[src/rtl/i2s_receiver.sv]
// i2s_receiver: slave I2S deserializer. Oversamples bck/ws/data in the clk
// domain and turns a 16-bit stereo stream into parallel left/right words.
// Latency: register updates land SYNC_STAGES+1 clk edges after bck is first
// sampled high. No backpressure: outputs are overwritten on every new word.
// Ports:
//   clk, rst                 system clock, synchronous active-high reset
//   audio_bck/ws/data        asynchronous serial inputs from the ADC/codec
//   audio_out_left/right     last complete word for each channel
//   sample_valid             1-clk pulse when a new left+right pair is shown
//   frame_err                1-clk pulse when a slot ends too early
//   locked                   high while aligned to word boundaries
module i2s_receiver #(
  parameter int DATA_WIDTH  = 16,
  parameter int SYNC_STAGES = 2,
  parameter int TIMEOUT     = 1024
) (
  input  logic                  clk,
  input  logic                  rst,
  input  logic                  audio_bck,
  input  logic                  audio_ws,
  input  logic                  audio_data,
  output logic [DATA_WIDTH-1:0] audio_out_left,
  output logic [DATA_WIDTH-1:0] audio_out_right,
  output logic                  sample_valid,
  output logic                  frame_err,
  output logic                  locked
);

  localparam int CW = $clog2(DATA_WIDTH + 1);
  localparam int TW = $clog2(TIMEOUT + 1);

  localparam logic ST_UNLOCKED = 1'b0;
  localparam logic ST_LOCKED   = 1'b1;

  logic [SYNC_STAGES-1:0] bck_sync;
  logic [SYNC_STAGES-1:0] ws_sync;
  logic [SYNC_STAGES-1:0] data_sync;
  logic                   bck_dly;

  logic                  state;
  logic [CW-1:0]         cnt;
  logic [DATA_WIDTH-1:0] shift;
  logic                  ws_prev;
  logic                  left_ok;
  logic [TW-1:0]         tcnt;

  logic                  bck_s;
  logic                  ws_s;
  logic                  data_s;
  logic                  rise;
  logic [DATA_WIDTH-1:0] word;

  assign bck_s  = bck_sync[SYNC_STAGES-1];
  assign ws_s   = ws_sync[SYNC_STAGES-1];
  assign data_s = data_sync[SYNC_STAGES-1];
  assign rise   = bck_s & ~bck_dly;
  assign locked = (state == ST_LOCKED);

  // A full-length slot ends with its LSB on the boundary bit; a padded slot
  // already holds the whole word and the boundary bit is padding.
  assign word = (cnt == CW'(DATA_WIDTH)) ? shift
                                          : {shift[DATA_WIDTH-2:0], data_s};

  always_ff @(posedge clk) begin
    if (rst) begin
      bck_sync  <= '0;
      ws_sync   <= '0;
      data_sync <= '0;
      bck_dly   <= 1'b0;
    end else begin
      bck_sync  <= {bck_sync[SYNC_STAGES-2:0], audio_bck};
      ws_sync   <= {ws_sync[SYNC_STAGES-2:0], audio_ws};
      data_sync <= {data_sync[SYNC_STAGES-2:0], audio_data};
      bck_dly   <= bck_s;
    end
  end

  always_ff @(posedge clk) begin
    if (rst) begin
      state           <= ST_UNLOCKED;
      cnt             <= '0;
      shift           <= '0;
      ws_prev         <= 1'b0;
      left_ok         <= 1'b0;
      tcnt            <= '0;
      audio_out_left  <= '0;
      audio_out_right <= '0;
      sample_valid    <= 1'b0;
      frame_err       <= 1'b0;
    end else begin
      sample_valid <= 1'b0;
      frame_err    <= 1'b0;
      if (rise) begin
        // A rise always wins over timeout expiry in the same cycle.
        tcnt    <= '0;
        ws_prev <= ws_s;
        if (state == ST_UNLOCKED) begin
          if (ws_s != ws_prev) begin
            state <= ST_LOCKED;
            cnt   <= '0;
            shift <= '0;
          end
        end else if (ws_s == ws_prev) begin
          // Bits beyond DATA_WIDTH are slot padding and are dropped.
          if (cnt < CW'(DATA_WIDTH)) begin
            shift <= {shift[DATA_WIDTH-2:0], data_s};
            cnt   <= cnt + CW'(1);
          end
        end else begin
          cnt   <= '0;
          shift <= '0;
          if (cnt >= CW'(DATA_WIDTH - 1)) begin
            if (!ws_prev) begin
              audio_out_left <= word;
              left_ok        <= 1'b1;
            end else begin
              audio_out_right <= word;
              sample_valid    <= left_ok;
              left_ok         <= 1'b0;
            end
          end else begin
            frame_err <= 1'b1;
            left_ok   <= 1'b0;
          end
        end
      end else if (tcnt == TW'(TIMEOUT - 1)) begin
        // bck has gone quiet: drop alignment but keep the last outputs.
        tcnt    <= TW'(TIMEOUT);
        state   <= ST_UNLOCKED;
        left_ok <= 1'b0;
        cnt     <= '0;
        shift   <= '0;
      end else if (tcnt != TW'(TIMEOUT)) begin
        tcnt <= tcnt + TW'(1);
      end
    end
  end

endmodule

[config.mk]
export PLATFORM = sky130hd
export DESIGN_NAME = i2s_receiver
export DESIGN_NICKNAME = d
export VERILOG_FILES = /design/src/rtl/i2s_receiver.sv
export SDC_FILE = /design/constraint.sdc
export NUM_CORES = 1
export LEC_CHECK = 0
export BUFFER_PORTS_ARGS = -buffer_cell sky130_fd_sc_hd__buf_4
export CORE_MARGIN = 4
export CORE_UTILIZATION = 30
export DETAILED_ROUTE_END_ITERATION = 7
export HOLD_SLACK_MARGIN = 0.06
export PLACE_DENSITY_LB_ADDON = 0.08
export SETUP_SLACK_MARGIN = 0.05
export SYNTH_ARGS = -nofsm -noshare
export SYNTH_HDL_FRONTEND = slang
export SYNTH_SLANG_ARGS = --single-unit
[constraint.sdc]
create_clock -name clk -period 2.1 [get_ports clk]
set_input_delay 0.21 -clock clk [delete_from_list [all_inputs] [get_ports clk]]
set_output_delay 0.21 -clock clk [all_outputs]
set_load 0.03 [all_outputs]
# Word level (Yosys, flattened, before mapping)
# Cells that the tools add are included.
dict set report totals {
  regBits 76
  in_bits 5
  out_inout_bits 35
  elab_cells 70
}
dict set report classes {
  addsub 2
  magnitude_cmp 2
  eq_ne 9
  n_mux 25
  n_bitwise 7
  reduce_logical 10
}
# op n
set op_table {}
lappend op_table {{$mux 16} 7}
lappend op_table {{$mux 5} 6}
lappend op_table {{$mux 11} 2}
lappend op_table {{$add 11x1->11 const B} 1}
lappend op_table {{$eq 11x10->1 const B} 1}
lappend op_table {{$ne 11x11->1 const B} 1}
lappend op_table {{$mux 1} 10}
lappend op_table {{$reduce_and 5->1} 2}
lappend op_table {{$not 1->1} 6}
lappend op_table {{$reduce_and 3->1} 2}
lappend op_table {{$reduce_or 6->1} 1}
lappend op_table {{$add 5x1->5 const B} 1}
lappend op_table {{$eq 5x5->1 const B} 1}
lappend op_table {{$ge 5x4->1 const B} 1}
lappend op_table {{$lt 5x5->1 const B} 1}
lappend op_table {{$ne 2x2->1 const B} 2}
lappend op_table {{$ne 4x3->1 const B} 1}
lappend op_table {{$reduce_bool 2->1} 2}
lappend op_table {{$reduce_or 4->1} 1}
lappend op_table {{$ne 3x2->1 const B} 1}
lappend op_table {{$reduce_or 3->1} 1}
lappend op_table {{$reduce_or 2->1} 1}
lappend op_table {{$and 1x1->1} 1}
lappend op_table {{$eq 1x1->1} 1}
lappend op_table {{$ne 1x1->1} 1}

# Longest topological paths before layout
# Gate-level depths: netlist (run 1).
dict set report logic_depth {
  word_depth 5
  mapped_depth 8
  ltp_nobuf 7
}

# Worst setup path after synthesis (run 1)
# Ideal clock, no wire load.
dict set report synth_path {
  kind {register -> register}
  from {register tcnt[0]}
  to {register cnt[3]}
  setup_time_ns 0.122
  arrival_time_ns 1.946
  t_required_ns 1.978
  slack_ns 0.032
  stages_incl_launch_ff 7
  path_buffers 1
  period_less_slack_ns 2.068
  cell_sequence {dfxtp_1 ha_1 nand4_1 or4_4 mux2_4 buf_6 a311o_1}
}
dict set report synth_between {
  elab_chain_cells 3
}
# element line
set synth_rtl {}
lappend synth_rtl {{start: declaration} 45} ;# logic [TW-1:0] tcnt;
lappend synth_rtl {{start signal: assignment} 128} ;# tcnt <= TW'(TIMEOUT);
lappend synth_rtl {{start signal: assignment} 134} ;# tcnt <= tcnt + TW'(1);
lappend synth_rtl {{$eq 11x10->1} 126} ;# end else if (tcnt == TW'(TIMEOUT - 1)) begin
lappend synth_rtl {{$reduce_bool 2->1 (no source line)} n/a}
lappend synth_rtl {{$reduce_and 3->1 (no source line)} n/a}
lappend synth_rtl {{end signal: assignment} 107} ;# cnt <= cnt + CW'(1);
lappend synth_rtl {{end: declaration} 41} ;# logic [CW-1:0] cnt;
# No other way between the ends.
# A chain may end at the register's enable or synchronous reset.

# Final worst setup path (run 1)
dict set report layout_path {
  from {register tcnt[0]}
  to {register cnt[2]}
}
# Same word-level chain as after synthesis.

==> run_results.csv, run 1 <==
group,metric,value,unit
status,status,"complete, no violations",
pwr,powerDensity,717,nW/um^2
global_routing,gr-usage-met3,2.47,%
worst_hold_path,hp-class,"in2reg",
logic_synthesis,ys_ff_latch,76,
detailed_routing,drt_pass1_iterations,4,
layout,final_layout_size_suffix_gt1_share,23.2,%
global_routing,met2_usage,18.1,%
floorplanning,start_util,31.2,%
floorplanning,num_rows,36,
clock_tree,cts_root_buf,"clkbuf_8",
clock_tree,cts_buffers,9,
detailed_routing,drc,0,
global_routing,use_met1,16.8,%
logic_synthesis,synth-simple-area-share,19.9,%
sta,maxSlewViolCount,0,
global_routing,grt_pass1_vias,2281,
sta,min_period,2.00,ns
sta,fin_skew,0.0141,ns
logic_synthesis,synth_compound_area_share,10.7,%
setup_path,startpoint_type,"flip-flop",
clock_tree,h-tree-depth,3,
sta,worstMarginPinSlew,0.539,ns
place,place_ws,0.0479,ns
global_routing,grt_max_degree,34,
clock_tree,cts_tree,"built",
setup_path,crit_path_start,"tcnt[0]$_SDFFE_PP0P_",
logic_synthesis,synthFlopType,"dfxtp_1",
setup_path,worstPathRequired,2.33,ns
logic_synthesis,synth_edf_count,0,
setup_path,reg2reg_slack,0.10,ns
logic_synthesis,synth_cells,330,
layout,syn2layout_area_growth,30.9,%
logic_synthesis,synth_most_common_cell,"dfxtp_1",
setup_path,critPathCaptureType,"flip-flop",
global_routing,grt_busiest_layer,"met2",
logic_synthesis,synthAdderAreaFrac,2.43,%
pwr,design_power_total,2.90,mW
logic_synthesis,avgSynthCellArea,9.37,sq um
logic_synthesis,synth_top_family_by_area,"simple AND/OR/NAND/NOR gates",
job,cap_violations,0,
floorplanning,fp.dieH,109,microns
logic_synthesis,syn-cell-area,3090,sq um
setup_path,max_stage_delay,0.57,ns
place,numPortBuffers,39,
sta,setup_violations,0,
logic_synthesis,synth_nets,341,
setup_path,critPathKind,"reg2reg",
logic_synthesis,synth_top_area_share,49.2,%
pwr,ir_drop,349,uV
detailed_routing,drt-total-wl,7.40,mm
sta,grt_setup_unrepaired,"no",
place,dp_hpwl,4.72,mm
logic_synthesis,async_flop_share,0,%
logic_synthesis,yosys-top-cells-area,"dfxtp_1, mux2i_1, a211oi_1, nor2_1, nand2_1",
logic_synthesis,yosysWarnings,0,
detailed_routing,viasPerCell,4.65,
setup_path,critPathMaxFanout,6,
detailed_routing,wl_per_cell,14.2,microns
worst_hold_path,hold_path_startpoint,"audio_data",
place,place_inst,497,
clock_tree,clk_latency,0.35,ns
pwr,p_leak,1.52,nW
logic_synthesis,synth_common_cells,"dfxtp_1, nor2_1, nand2_1",
sta,setup_tns,0,ns
sta,fmax,501,MHz
sta,slew_headroom,63.7,%
logic_synthesis,synth_xor_area_share,2.27,%
global_routing,antenna_found_initial,0,
logic_synthesis,synth_mux_area_share,11.9,%
logic_synthesis,ys_seq_area_share,49.2,%
detailed_routing,dr.first_iter.drc_count,63,
floorplanning,chipWidth,109,microns
global_routing,grt-ovfl-total,0,
setup_path,crit_path_top_delay_cell,"or4_4",
layout,nets,394,
clock_tree,cts.sinks,76,
sta,hold_viol,0,
floorplanning,die-area,12000,sq um
global_routing,grt_pass1_wl,11.4,mm
logic_synthesis,yosys.area.top_type,"dfxtp_1",
layout,diodes,0,
clock_tree,clk_pin_slew_worst_paths,0.08,ns
logic_synthesis,ys_types,37,
detailed_routing,vias,2424,
floorplanning,io_pins,40,
setup_path,crit_arrival,2.23,ns
floorplanning,coreArea,9910,sq um
setup_path,crit_path_cell_trace,"ha_4 -> nand4_1 -> or4_4 -> mux2_4 -> a311o_1",
detailed_routing,drtAntennaViolNets,0,
clock_tree,clockBufferDepth,2,
sta,timing.final.ws_setup,0.104,ns
setup_path,rr_startpoint,"tcnt[0]$_SDFFE_PP0P_",
sta,period_share,95.1,%
global_routing,grt_usage,12.2,%
place,routabilityCongestion,0.747,
layout,fin_cells,521,
final timing paths:
kind,end,depth (start not counted)
worst max-delay path,cnt[2]$_SDFFE_PP0P_,5
worst min-delay path,data_sync[0]$_SDFF_PP0_,2
worst max register to register,cnt[2]$_SDFFE_PP0P_,5
worst min register to register,bck_sync[1]$_SDFF_PP0_,1
critical path, delay by kind of cell, from the launching register on:
| family | cells | cell delay (ns) |
|---|---|---|
| flops | 1 | 0.38 |
| compound gates | 1 | 0.35 |
| mux | 1 | 0.31 |
| simple gates | 2 | 0.70 |
| fa+ha+maj | 1 | 0.14 |
placed cells by master, fill, tap and decap left out, drive strengths merged, types with 6 or more instances in the layout:
| master | Yosys | layout |
|---|---|---|
| nor2 | 47 | 47 |
| buf | 3 | 56 |
| xnor2 | 6 | 6 |
| ha | 6 | 6 |
| mux2i | 34 | 34 |
| nor3 | 6 | 6 |
| nor2b | 8 | 8 |
| a211oi | 34 | 34 |
| dfxtp | 76 | 76 |
| clkbuf | 15 | 13 |
| nand2 | 45 | 45 |
| inv | 9 | 10 |
| nand3 | 7 | 7 |
sequential cells by signal (all words and copies together), names as in the netlist:
signal / cells
shift: 16
locked: 1
frame_err: 1
cnt: 5
data_sync: 2
ws_prev: 1
audio_out_right: 16
tcnt: 11
left_ok: 1
sample_valid: 1
ws_sync: 2
audio_out_left: 16
bck_sync: 2
bck_dly: 1
through the flow:
stage               utilization (%)  instance area [sq um]  hold WS, ns
finish                         40.8                   4050       0.0900
global route                   40.8                   4050       0.0894
CTS                            39.1                   3880       0.0757
detailed placement             36.6                   3630        0.423
global placement               36.6                   3630        0.424
floorplan                         -                   3090        0.338
routing by layer:
layer | wire [microns] | up-vias
met2 | 3270 | 30
met1 | 3830 | 1127
met5 | 0 | -
met3 | 185 | 9
met4 | 123 | 0
li1 | - | 1258
cells by family (layout without fill, tap and decap cells):
logic type	count (synthesis)	count (layout)
XOR/XNOR	8	8
adder cells (fa/ha/maj)	6	6
AO/OA/AOI/OAI	44	44
flip-flops	76	76
buffers and inverters	27	85
multiplexers	36	36
AND/OR/NAND/NOR	133	133
power breakdown:
group	internal (mW)	total, mW	switching (mW)
Combinational	0.0323	0.0784	0.0461
Clock	0.793	1.36	0.568
Sequential	1.45	1.46	0.0115
Total	2.28	2.90	0.626
what timing repair did:
item                                   4_1_cts  5_1_grt
cloned                                       0        3
hold buffers                                 1        0
buffers inserted                             0        4
endpoints found under the hold margin        1        0
setup endpoints to repair                   13       27
gates resized for setup                      1       10
pin swaps                                    0        4
layout make-up:
class,instances,area [sq um]
clock buffers,10,128
clock inverters,6,111
fillers,1023,5860
inverters,9,33.8
multi-input cells,227,1540
flip-flops and latches,76,1530
well taps,133,166
repair buffers,60,534
No activity file was read; power rests on OpenSTA's default activity.
==> inputs of run 2 (changes only) <==
CORE_UTILIZATION = 51   (was 30)
==> run_results.csv, run 2 (synthesized netlist as in run 1, its figures left out) <==
group,metric,value,unit
place,routabilityCongestion,0.759,
pwr,p_comb_share,2.7,%
floorplanning,chipWidth,85.8,microns
clock_tree,cts_tree,"built",
setup_path,rr_worst_depth,6,
pwr,pwr-share-clk,45.5,%
sta,fmax,501,MHz
detailed_routing,viasPerCell,5.34,
pwr,intPower,2.24,mW
sta,min_period,1.99,ns
setup_path,startpoint_type,"flip-flop",
setup_path,rr_startpoint,"tcnt[1]$_SDFFE_PP0P_",
setup_path,reg2reg_slack,0.11,ns
layout,final_util,66.2,%
sta,setup_tns,0,ns
layout,final_cell_mix,"dfxtp_1, buf_4, nor2_1",
setup_path,crit_path_cell_trace,"ha_4 -> nand4_1 -> or4_4 -> mux2_4 -> clkbuf_16 -> mux2i_1",
setup_path,critPathKind,"reg2reg",
floorplanning,die-area,7370,sq um
layout,final_common_cell,"dfxtp_1",
global_routing,grt-ovfl-total,0,
floorplanning,num_rows,28,
setup_path,crit_path_top_delay_cell,"or4_4",
detailed_routing,wl_per_cell,14.6,microns
place,numPortBuffers,39,
status,status,"complete, no violations",
global_routing,grt_pass1_wl,10.7,mm
detailed_routing,drt_pass1_iterations,4,
detailed_routing,drtAntennaViolNets,0,
layout,syn2layout_area_growth,26.1,%
worst_hold_path,hold_path_startpoint,"audio_bck",
worst_hold_path,hold-path-cell-count,2,
pwr,powerDensity,724,nW/um^2
clock_tree,cts_buffers,9,
pwr,ir_drop,532,uV
setup_path,critPathTopFamily,"simple AND/OR/NAND/NOR gates",
layout,final_layout_size_suffix_gt1_share,22.0,%
layout,top_regs,"audio_out_left (16), audio_out_right (16), shift (16)",
global_routing,grt_max_degree,34,
setup_path,worstPathRequired,2.33,ns
sta,grt_setup_unrepaired,"no",
sta,fin_skew,0.00744,ns
setup_path,critPathMaxFanout,8,
clock_tree,clockBufferDepth,2,
setup_path,crit_arrival,2.22,ns
layout,fillers,486,
worst_hold_path,hp-class,"in2reg",
detailed_routing,vias,2434,
place,dp_hpwl,4.27,mm
clock_tree,ctsHoldBuffers,0,
clock_tree,cts_root_buf,"clkbuf_8",
clock_tree,clk_latency,0.35,ns
pwr,p_seq_share,51.9,%
setup_path,critPathBufInv,1,
sta,hold_viol,0,
layout,nets,387,
sta,maxSlewViolCount,0,
pwr,p_leak,1.50,nW
pwr,power_switching,577,uW
sta,worstMarginPinSlew,0.729,ns
sta,slew_headroom,51.3,%
floorplanning,fp.dieH,85.8,microns
detailed_routing,dr.first_iter.drc_count,166,
sta,period_share,95.0,%
floorplanning,start_util,52.5,%
job,cap_violations,0,
clock_tree,h-tree-depth,3,
sta,setup_violations,0,
layout,diodes,0,
setup_path,max_stage_delay,0.58,ns
global_routing,grt_pass1_vias,2354,
global_routing,grt_usage,18.0,%
floorplanning,io_pins,40,
detailed_routing,drt-total-wl,6.68,mm
detailed_routing,drc,0,
floorplanning,coreArea,5890,sq um
setup_path,r2r-end,"shift[12]$_SDFFE_PP0P_",
global_routing,antenna_found_initial,0,
worst_hold_path,holdPathEnd,"bck_sync[0]$_SDFF_PP0_",
pwr,p_sw_share,20.5,%
clock_tree,cts.sinks,76,
setup_path,critPathCaptureType,"flip-flop",
clock_tree,clk_pin_slew_worst_paths,0.08,ns
## run 2: worst max path at each step
stage                    startpoint                              end  slack [ns]  depth (start not counted)
2_1_floorplan  ws_prev$_SDFFE_PP0P_  audio_out_right[3]$_SDFFE_PP0P_        0.05                          7
3_5_place_dp   tcnt[1]$_SDFFE_PP0P_              cnt[2]$_SDFFE_PP0P_        0.06                          5
5_1_grt        ws_prev$_SDFFE_PP0P_  audio_out_right[1]$_SDFFE_PP0P_        0.04                          7
6_report       tcnt[1]$_SDFFE_PP0P_           shift[12]$_SDFFE_PP0P_        0.11                          6
3_3_place_gp   tcnt[1]$_SDFFE_PP0P_              cnt[3]$_SDFFE_PP0P_        0.12                          5
4_1_cts        tcnt[1]$_SDFFE_PP0P_              cnt[2]$_SDFFE_PP0P_        0.05                          5
## run 2: layout make-up
type,count,area (sq um),area share (%)
Inverter,9,33.8,0.867
Tap cell,75,93.8,2.41
Clock buffer,12,165,4.24
Timing Repair Buffer,53,479,12.3
Clock inverter,4,70.1,1.80
Multi-Input combinational cell,227,1520,39.1
Sequential cell,76,1530,39.3
## run 2: power by group through the flow
stage	Clock (mW)	Sequential [mW]	Combinational [mW]
floorplan	0	1.49	0.0490
global placement	0	1.49	0.0687
detailed placement	0	1.49	0.0698
CTS	1.31	1.46	0.0698
global route	1.35	1.46	0.0832
finish	1.28	1.46	0.0750
## run 2: timing repair
action | in CTS | in global routing
buffers inserted | 0 | 3
setup endpoints to repair | 0 | 52
gates resized for setup | 0 | 11
## run 2: metal layers
layer | up-vias | wire [microns] | global-route usage [%]
met1 | 1133 | 3270 | 23.5
met2 | 48 | 3030 | 28.2
met3 | 12 | 248 | 4.80
li1 | 1241 | - | -
met4 | 0 | 127 | 7.77
met5 | - | 0 | 0
## run 2: metrics by stage
step | hold slack, ns | instances | instance area (sq um) | total power, mW | setup slack, ns
after detailed placement | 0.425 | 434 | 3520 | 1.56 | 0.0620
after global placement | 0.417 | 434 | 3520 | 1.56 | 0.125
final | 0.0705 | 456 | 3900 | 2.82 | 0.105
after global routing | 0.0649 | 456 | 3900 | 2.90 | 0.0409
after CTS | 0.0639 | 450 | 3750 | 2.84 | 0.0524
after floorplan | 0.338 | 330 | 3090 | 1.54 | 0.0516
